[config.mk]
export PLATFORM = sky130hd
export DESIGN_NAME = if_fetch
export DESIGN_NICKNAME = d
export VERILOG_FILES = /design/src/rtl/if_fetch.sv
export SDC_FILE = /design/constraint.sdc
export NUM_CORES = 1
export LEC_CHECK = 0
export CAP_MARGIN = 40
export CORE_UTILIZATION = 23
export DETAILED_ROUTE_END_ITERATION = 8
export PLACE_DENSITY = 0.54
export SLEW_MARGIN = 20
export SYNTH_ARGS = -nofsm -noshare
export SYNTH_HDL_FRONTEND = slang
export SYNTH_SLANG_ARGS = --single-unit
export TNS_END_PERCENT = 50
[constraint.sdc]
create_clock -name clk -period 3.89 [get_ports clk]
set_input_delay 0.778 -clock clk [delete_from_list [all_inputs] [get_ports clk]]
set_output_delay 0.778 -clock clk [all_outputs]
set_load 0.03 [all_outputs]
[src/rtl/if_fetch.sv]
// Instruction-fetch stage: owns the fetch PC, keeps one request/grant/response
// transaction in flight at most, and holds one fetched instruction for IF/ID.
//
// state  | meaning
// S_IDLE | first cycle after reset release, no request yet
// S_REQ  | request driven at fetch_pc, waiting for grant
// S_WAIT | granted, waiting for the response
// S_HOLD | instruction presented to IF/ID, waiting for it to be taken
// S_DROP | granted on a squashed path, swallowing its response
module if_fetch #(
  parameter logic [31:0] RESET_PC = 32'h0000_0000,
  parameter logic [31:0] NOP_INST = 32'h0000_0013
) (
  input  logic        clk,
  input  logic        rst,
  input  logic        ex_branch_flag_i,
  input  logic [31:0] ex_branch_addr_i,
  input  logic [2:0]  stalled,
  output logic        ibus_req_o,
  output logic [31:0] ibus_addr_o,
  input  logic        ibus_gnt_i,
  input  logic        ibus_rvalid_i,
  input  logic [31:0] ibus_rdata_i,
  output logic [31:0] pc_o,
  output logic [31:0] inst_o,
  output logic        inst_valid_o,
  output logic        stallreq_o
);

  typedef enum logic [2:0] {
    S_IDLE = 3'd0,
    S_REQ  = 3'd1,
    S_WAIT = 3'd2,
    S_HOLD = 3'd3,
    S_DROP = 3'd4
  } state_t;

  state_t      state_q, state_d;
  logic [31:0] fetch_pc_q, fetch_pc_d;
  logic [31:0] pc_q, pc_d;
  logic [31:0] inst_q, inst_d;
  logic        valid_q, valid_d;

  // Only the IF/ID hold bit matters here; the low target bits are forced to
  // zero for word alignment.
  logic unused_inputs;
  assign unused_inputs = ^{stalled[2:1], ex_branch_addr_i[1:0]};

  // State and datapath registers.
  always_ff @(posedge clk or negedge rst) begin
    if (!rst) begin
      state_q    <= S_IDLE;
      fetch_pc_q <= RESET_PC;
      pc_q       <= 32'h0;
      inst_q     <= NOP_INST;
      valid_q    <= 1'b0;
    end else begin
      state_q    <= state_d;
      fetch_pc_q <= fetch_pc_d;
      pc_q       <= pc_d;
      inst_q     <= inst_d;
      valid_q    <= valid_d;
    end
  end

  // Next-state and datapath update; a redirect squashes the presented
  // instruction and decides whether an in-flight response must be dropped.
  always_comb begin
    state_d    = state_q;
    fetch_pc_d = fetch_pc_q;
    pc_d       = pc_q;
    inst_d     = inst_q;
    valid_d    = valid_q;
    if (ex_branch_flag_i) begin
      fetch_pc_d = {ex_branch_addr_i[31:2], 2'b00};
      valid_d    = 1'b0;
      inst_d     = NOP_INST;
      pc_d       = 32'h0;
      case (state_q)
        S_IDLE:  state_d = S_REQ;
        S_REQ:   state_d = ibus_gnt_i ? S_DROP : S_REQ;
        S_WAIT:  state_d = ibus_rvalid_i ? S_REQ : S_DROP;
        S_HOLD:  state_d = S_REQ;
        S_DROP:  state_d = ibus_rvalid_i ? S_REQ : S_DROP;
        default: state_d = S_IDLE;
      endcase
    end else begin
      case (state_q)
        S_IDLE: state_d = S_REQ;
        S_REQ: begin
          if (ibus_gnt_i) state_d = S_WAIT;
        end
        S_WAIT: begin
          if (ibus_rvalid_i) begin
            inst_d     = ibus_rdata_i;
            pc_d       = fetch_pc_q;
            valid_d    = 1'b1;
            fetch_pc_d = fetch_pc_q + 32'd4;
            state_d    = S_HOLD;
          end
        end
        S_HOLD: begin
          if (!stalled[0]) begin
            valid_d = 1'b0;
            inst_d  = NOP_INST;
            pc_d    = 32'h0;
            state_d = S_REQ;
          end
        end
        S_DROP: begin
          if (ibus_rvalid_i) state_d = S_REQ;
        end
        default: state_d = S_IDLE;
      endcase
    end
  end

  assign ibus_req_o   = (state_q == S_REQ);
  assign ibus_addr_o  = fetch_pc_q;
  assign pc_o         = pc_q;
  assign inst_o       = inst_q;
  assign inst_valid_o = valid_q;
  assign stallreq_o   = ~valid_q;

endmodule

==> results of run 1 <==
-- synthesized netlist by cell type, types with 3 or more instances --
cell | n | area, um^2
nand2_1 | 23 | 86.3
nor3_1 | 3 | 15.0
o31ai_1 | 15 | 113
buf_4 | 4 | 30.0
nor4_1 | 3 | 18.8
and4_1 | 3 | 26.3
and3_1 | 5 | 31.3
o21ai_0 | 16 | 80.1
and2_1 | 4 | 25.0
xnor2_1 | 4 | 35.0
dfstp_2 | 3 | 78.8
inv_1 | 4 | 15.0
a31oi_1 | 17 | 106
nand4_1 | 11 | 68.8
nand3_1 | 12 | 60.1
dfrtp_1 | 94 | 2350
buf_2 | 6 | 30.0
or4_1 | 15 | 113
xor2_1 | 5 | 43.8
nor2_1 | 20 | 75.1
clkbuf_1 | 20 | 75.1
o22a_1 | 3 | 26.3
a22o_1 | 59 | 517
-- power by group --
group / switching, mW / internal, mW
combinational: 0.329 / 0.255
clock: 0.396 / 0.470
sequential: 0.0917 / 1.08
-- kinds of logic after synthesis --
group,after synthesis,share of synthesized area (%)
AO/OA/AOI/OAI,119,21.4
AND/OR/NAND/NOR,113,15.2
flip-flops,97,56.8
buffers and inverters,37,4.12
XOR/XNOR,9,1.84
adder cells (fa/ha/maj),1,0.292
other,1,0.0876
multiplexers,1,0.234
-- flip-flops by register name, indices dropped and copies added (netlist names) --
signal and cells:
pc_o 31, inst_o 32, inst_valid_o 1, state_q 3
ibus_addr_o 30
-- per-layer routing --
layer	global-route usage, %	routed length (um)
met1	17.6	5970
met2	23.9	6460
met3	3.67	756
met4	4.26	93
met5	0	0
-- worst reg2reg max path: stages, from the launching register on --
cell     delay (ns)
dfrtp_1        0.54
and4_1         0.38
nand3_2        0.39
or4_1          0.60
a31oi_1        0.19
-- how the worst min path moves through the flow --
stage,end,slack (ns),from,depth (start not counted)
global route,ibus_addr_o[18]$_DFFE_PN0P_,0.38,rst,1
CTS,ibus_addr_o[18]$_DFFE_PN0P_,0.37,rst,1
finish,ibus_addr_o[18]$_DFFE_PN0P_,0.36,rst,1
detailed placement,pc_o[11]$_DFFE_PN0P_,0.49,pc_o[11]$_DFFE_PN0P_,1
floorplan,ibus_addr_o[10]$_DFFE_PN0P_,0.48,rst,0
global placement,inst_o[9]$_DFFE_PN0P_,0.49,inst_o[9]$_DFFE_PN0P_,1
-- area by class of cell --
type	count	area share, %
well taps	229	4.45
repair buffers	170	26.7
multi-input cells	245	26.4
inverters	5	0.292
clock buffers	12	3.99
flip-flops and latches	97	37.8
clock inverters	4	0.408
-- stage by stage --
| step | total power [mW] | setup WS [ns] | std cells | utilization, % |
|---|---|---|---|---|
| 2_1_floorplan | 1.48 | 1.90 | 379 | - |
| 3_3_place_gp | 1.76 | 1.01 | 745 | 33.9 |
| 3_5_place_dp | 1.78 | 0.908 | 746 | 34.0 |
| 4_1_cts | 2.67 | 1.26 | 762 | 35.6 |
| 5_1_grt | 2.76 | 1.17 | 762 | 35.6 |
| 6_report | 2.62 | 1.26 | 762 | 35.6 |
==> key figures, run 1 <==
Floorplanning
  – Starting Density: 23.7%
  – Cell row count: 49
  – Die footprint: 0.0192 mm^2
  – IO Pins: 171
  – Die H: 138 um
  – Core Area: 0.0181 mm^2
  – Die W: 138 um

Clock network
  – Clock slew seen by the registers of the worst setup and hold paths: 0.07 ns
  – # clock sinks: 97
  – Root buffer cell: clkbuf_16
  – CTS tree: built
  – Num CTS Buffers: 9
  – Htree depth: 3
  – Setup Buffers After CTS: 0
  – Worst-Skew Late Latency: 0.35 ns
  – Clk buf depth: 2
  – Post-CTS Resized: 0
  – CTS Hold Buffers Added: 0

Global route
  – Gr usage total: 14.1%
  – Vias in the first global route: 3708
  – First-pass GRT wire length: 21100 um
  – Largest net degree at the start of global routing: 47
  – Initial antenna violation count: 0
  – Global route overflow: 0

Timing
  – RSZ-0062 raised after global routing: false
  – # setup viols final: 0
  – Rel. slew slack: 57.3%
  – Tcrit/Tclk final: 67.5%
  – Fmax achieved: 381 MHz
  – Final Skew: 0.0102 ns
  – Number of hold violations in the final report: 0
  – Min cycle time layout: 2.63 ns
  – Final Hold Slack: 0.361 ns
  – Worst-margin pin slew: 0.640 ns
  – Post-route setup TNS: 0 ns
  – Pins Over Slew Limit: 0

Final layout
  – Final instance area: 0.00643 mm^2
  – Fillers: 1790
  – Multi-input logic area: 0.00170 mm^2
  – Layout Area Growth over Synthesis: 50.4%
  – FF/Latch Area: 0.00243 mm^2
  – Ant diodes: 0
  – Ratio of cells with drive above 1 in the final layout: 6.57%
  – Layout Nets: 601
  – Commonest cells after routing, fill and taps aside: clkdlybuf4s50_1, dfrtp_1, a22o_1
  – Most common cell after layout, fill and taps aside: clkdlybuf4s50_1

Yosys
  – Syn Inst Count: 378
  – Post-synthesis sequential area ratio: 56.8%
  – Number of synthesized flops with an enable pin: 0
  – Average cell area after synthesis: 11.3 um^2
  – Ys flop type: dfrtp_1
  – Synth cell types: 46
  – Mapped cell area: 0.00428 mm^2
  – #FFs+latches synth: 97
  – Ys async rst share: 100%
  – Synth Warn #: 0

Run status
  – Failing checks: DRC
  – Outcome: finished with violations

Critical path
  – Worst flop-to-flop path startpoint: ibus_addr_o[4]$_DFFE_PN0P_
  – Critical path origin: ibus_rvalid_i
  – Top cell by count, worst path: nor2_1
  – WS Path Type: in2reg
  – Crit end category: flip-flop
  – Worst EP required: 4.16 ns
  – Bufs and invs on worst path: 2
  – Worst path arrival time: 2.90 ns
  – Worst reg-to-reg setup slack: 1.71 ns
  – WP depth: 6
  – Critical-path cell list: clkdlybuf4s50_1 -> nor2_1 -> nor2_1 -> a31oi_4 -> buf_4 -> a22o_1
  – Worst setup SP type: input port
  – Slowest stage delay, CP: 0.56 ns
  – CP endpoint: inst_o[24]$_DFFE_PN0P_
  – Slowest stage cell, crit path: a31oi_4
  – Crit-path leading delay family: buffers and inverters
  – R2R depth: 4
  – Reg2reg end: ibus_addr_o[22]$_DFFE_PN0P_
  – Critical path peak fanout: 44

Detailed routing
  – DR pass1 iterations: 6
  – Routed wire length: 13300 um
  – ANT nets after route: 0
  – Wire length per cell: 17.4 um
  – DR vias: 3769
  – Drt drc: 31
  – Iter 0 DRT Violations: 184
  – Post-detailed-route via-to-cell ratio: 4.95

Pwr
  – Worst vdd ir: 0.000198 V
  – Lkg Pwr: 2.58 nW
  – Power Dens Cells: 407 mW/mm^2

Place
  – Port Buffers: 164
  – Placed wire-length estimate: 9290 um
  – GP Congestion: 0.701
  – Placed inst area: 0.00615 mm^2

Flow run
  – Max-cap violations: 0

Worst hold path
  – Hold Path Class: in2async
Note: power is estimated with default switching activity, not from simulation.
==> run 2: changes to the inputs <==
- PLACE_DENSITY: 0.54 -> 0.56
- clock period: 3.89 -> 2.3 ns (I/O delays scaled with it)
==> key figures, run 2 (synthesis results as in run 1) <==
Final layout
  – Ratio of cells with drive above 1 in the final layout: 10.4%
  – Largest register FFs: 32
  – Commonest cells after routing, fill and taps aside: clkdlybuf4s50_1, dfrtp_1, a22o_1
  – Fillers: 1752
  – Most common cell after layout, fill and taps aside: clkdlybuf4s50_1
  – Post-route insts no fill: 785
  – Layout Area Growth over Synthesis: 55.5%
  – Ant diodes: 0
  – Layout Nets: 624

Global route
  – First-pass GRT wire length: 21900 um
  – M1 GR Usage: 18.6%
  – Vias in the first global route: 3869
  – Global route overflow: 0
  – Largest net degree at the start of global routing: 61
  – Initial antenna violation count: 0
  – GRT busiest layer: met2
  – Met2 usage in global routing: 24.2%
  – Gr usage total: 14.7%
  – Global routing usage on met3: 3.22%

Critical path
  – R2R depth: 5
  – WP depth: 1
  – Reg2reg end: ibus_addr_o[25]$_DFFE_PN0P_
  – Critical-path cell list: clkdlybuf4s50_1
  – Slowest stage cell, crit path: clkdlybuf4s50_1
  – Worst reg-to-reg setup slack: 0.36 ns
  – Crit-path leading delay family: buffers and inverters
  – Crit end category: primary output
  – Worst EP required: 1.84 ns
  – Worst flop-to-flop path startpoint: ibus_addr_o[14]$_DFFE_PN0P_
  – Worst path arrival time: 1.62 ns
  – Slowest stage delay, CP: 0.77 ns
  – Bufs and invs on worst path: 1
  – WS Path Type: reg2out
  – Critical path peak fanout: 8
  – Worst setup SP type: flip-flop

Clock network
  – Root buffer cell: clkbuf_16
  – # clock sinks: 97
  – Clk buf depth: 2
  – Num CTS Buffers: 9
  – Setup Buffers After CTS: 0
  – Worst-Skew Late Latency: 0.35 ns
  – Clock slew seen by the registers of the worst setup and hold paths: 0.07 ns
  – Htree depth: 3
  – CTS tree: built

Timing
  – # setup viols final: 0
  – Final Hold Slack: 0.106 ns
  – Number of hold violations in the final report: 0
  – Pins Over Slew Limit: 0
  – Post-route setup TNS: 0 ns
  – Worst-margin pin slew: 0.593 ns
  – Final Skew: 0.00717 ns
  – Tcrit/Tclk final: 90.2%
  – RSZ-0062 raised after global routing: false
  – Fmax achieved: 482 MHz
  – Rel. slew slack: 60.5%
  – Min cycle time layout: 2.08 ns

Floorplanning
  – Die footprint: 0.0192 mm^2
  – IO Pins: 171
  – Cell row count: 49
  – Die H: 138 um
  – Starting Density: 23.7%
  – Core Area: 0.0181 mm^2
  – Die W: 138 um

Pwr
  – Power Dens Cells: 685 mW/mm^2
  – Worst vdd ir: 0.000355 V
  – Lkg Pwr: 2.72 nW

Detailed routing
  – Post-detailed-route via-to-cell ratio: 4.86
  – ANT nets after route: 0
  – DR pass1 iterations: 8
  – Drt drc: 26
  – Routed wire length: 13500 um
  – DR vias: 3816
  – Iter 0 DRT Violations: 301
  – Wire length per cell: 17.1 um

Flow run
  – Max-cap violations: 0

Place
  – GP Congestion: 0.762
  – Port Buffers: 164
  – DP Cell Count: 769
  – Placed wire-length estimate: 9670 um

Run status
  – Outcome: finished with violations
  – Failing checks: DRC

Worst hold path
  – Hold Path Class: in2async
==> run 2: area by class of cell <==
cell class	instances	area (um^2)	area share (%)
multi-input combinational	245	1700	25.5
inverter	5	18.8	0.282
clock inverter	5	55.1	0.827
tap	229	287	4.31
clock buffer	11	243	3.65
sequential	97	2430	36.5
timing repair buffer	193	1920	28.9
==> run 2: report_power, final <==
part	internal [mW]	total [mW]	switching, mW
combinational	0.473	1.07	0.599
clock	0.870	1.53	0.661
sequential	1.82	1.95	0.130
total	3.17	4.56	1.39
==> run 2: repair_timing <==
action,CTS,global route
hold endpoints to repair,0,0
resized for setup,0,1
hold buffers,0,0
setup endpoints to repair,0,1
==> run 2: worst max-delay path by stage <==
stage                                      startpoint                     endpoint
after floorplan            ibus_addr_o[4]$_DFFE_PN0P_  ibus_addr_o[22]$_DFFE_PN0P_
after global placement                  ibus_rvalid_i  ibus_addr_o[25]$_DFFE_PN0P_
after detailed placement                ibus_rvalid_i  ibus_addr_o[25]$_DFFE_PN0P_
after CTS                      state_q[0]$_DFFE_PN0P_                   ibus_req_o
after global routing      ibus_addr_o[14]$_DFFE_PN0P_              ibus_addr_o[14]
final                     ibus_addr_o[14]$_DFFE_PN0P_              ibus_addr_o[14]
==> run 2: metrics by stage <==
stage	area [um^2]	power, mW	util [%]	setup slack, ns
6_report	6650	4.56	36.8	0.225
5_1_grt	6650	4.78	36.8	0.177
4_1_cts	6650	4.62	36.8	0.0583
3_5_place_dp	6350	3.06	35.1	0.0164
3_3_place_gp	6350	3.04	35.1	0.0106
2_1_floorplan	4280	2.51	-	0.407
==> run 2: metal layers <==
layer  wire (um)  vias up
li1            -     1785
met1        5950     1890
met2        6530      127
met3         729       14
met4         248        0
met5           0        -
==> run 3: changes to the inputs <==
- TNS_END_PERCENT: 50 -> 10
==> results of run 3 <==
The final DEF is identical to that of run 2; final timing and power are the same.
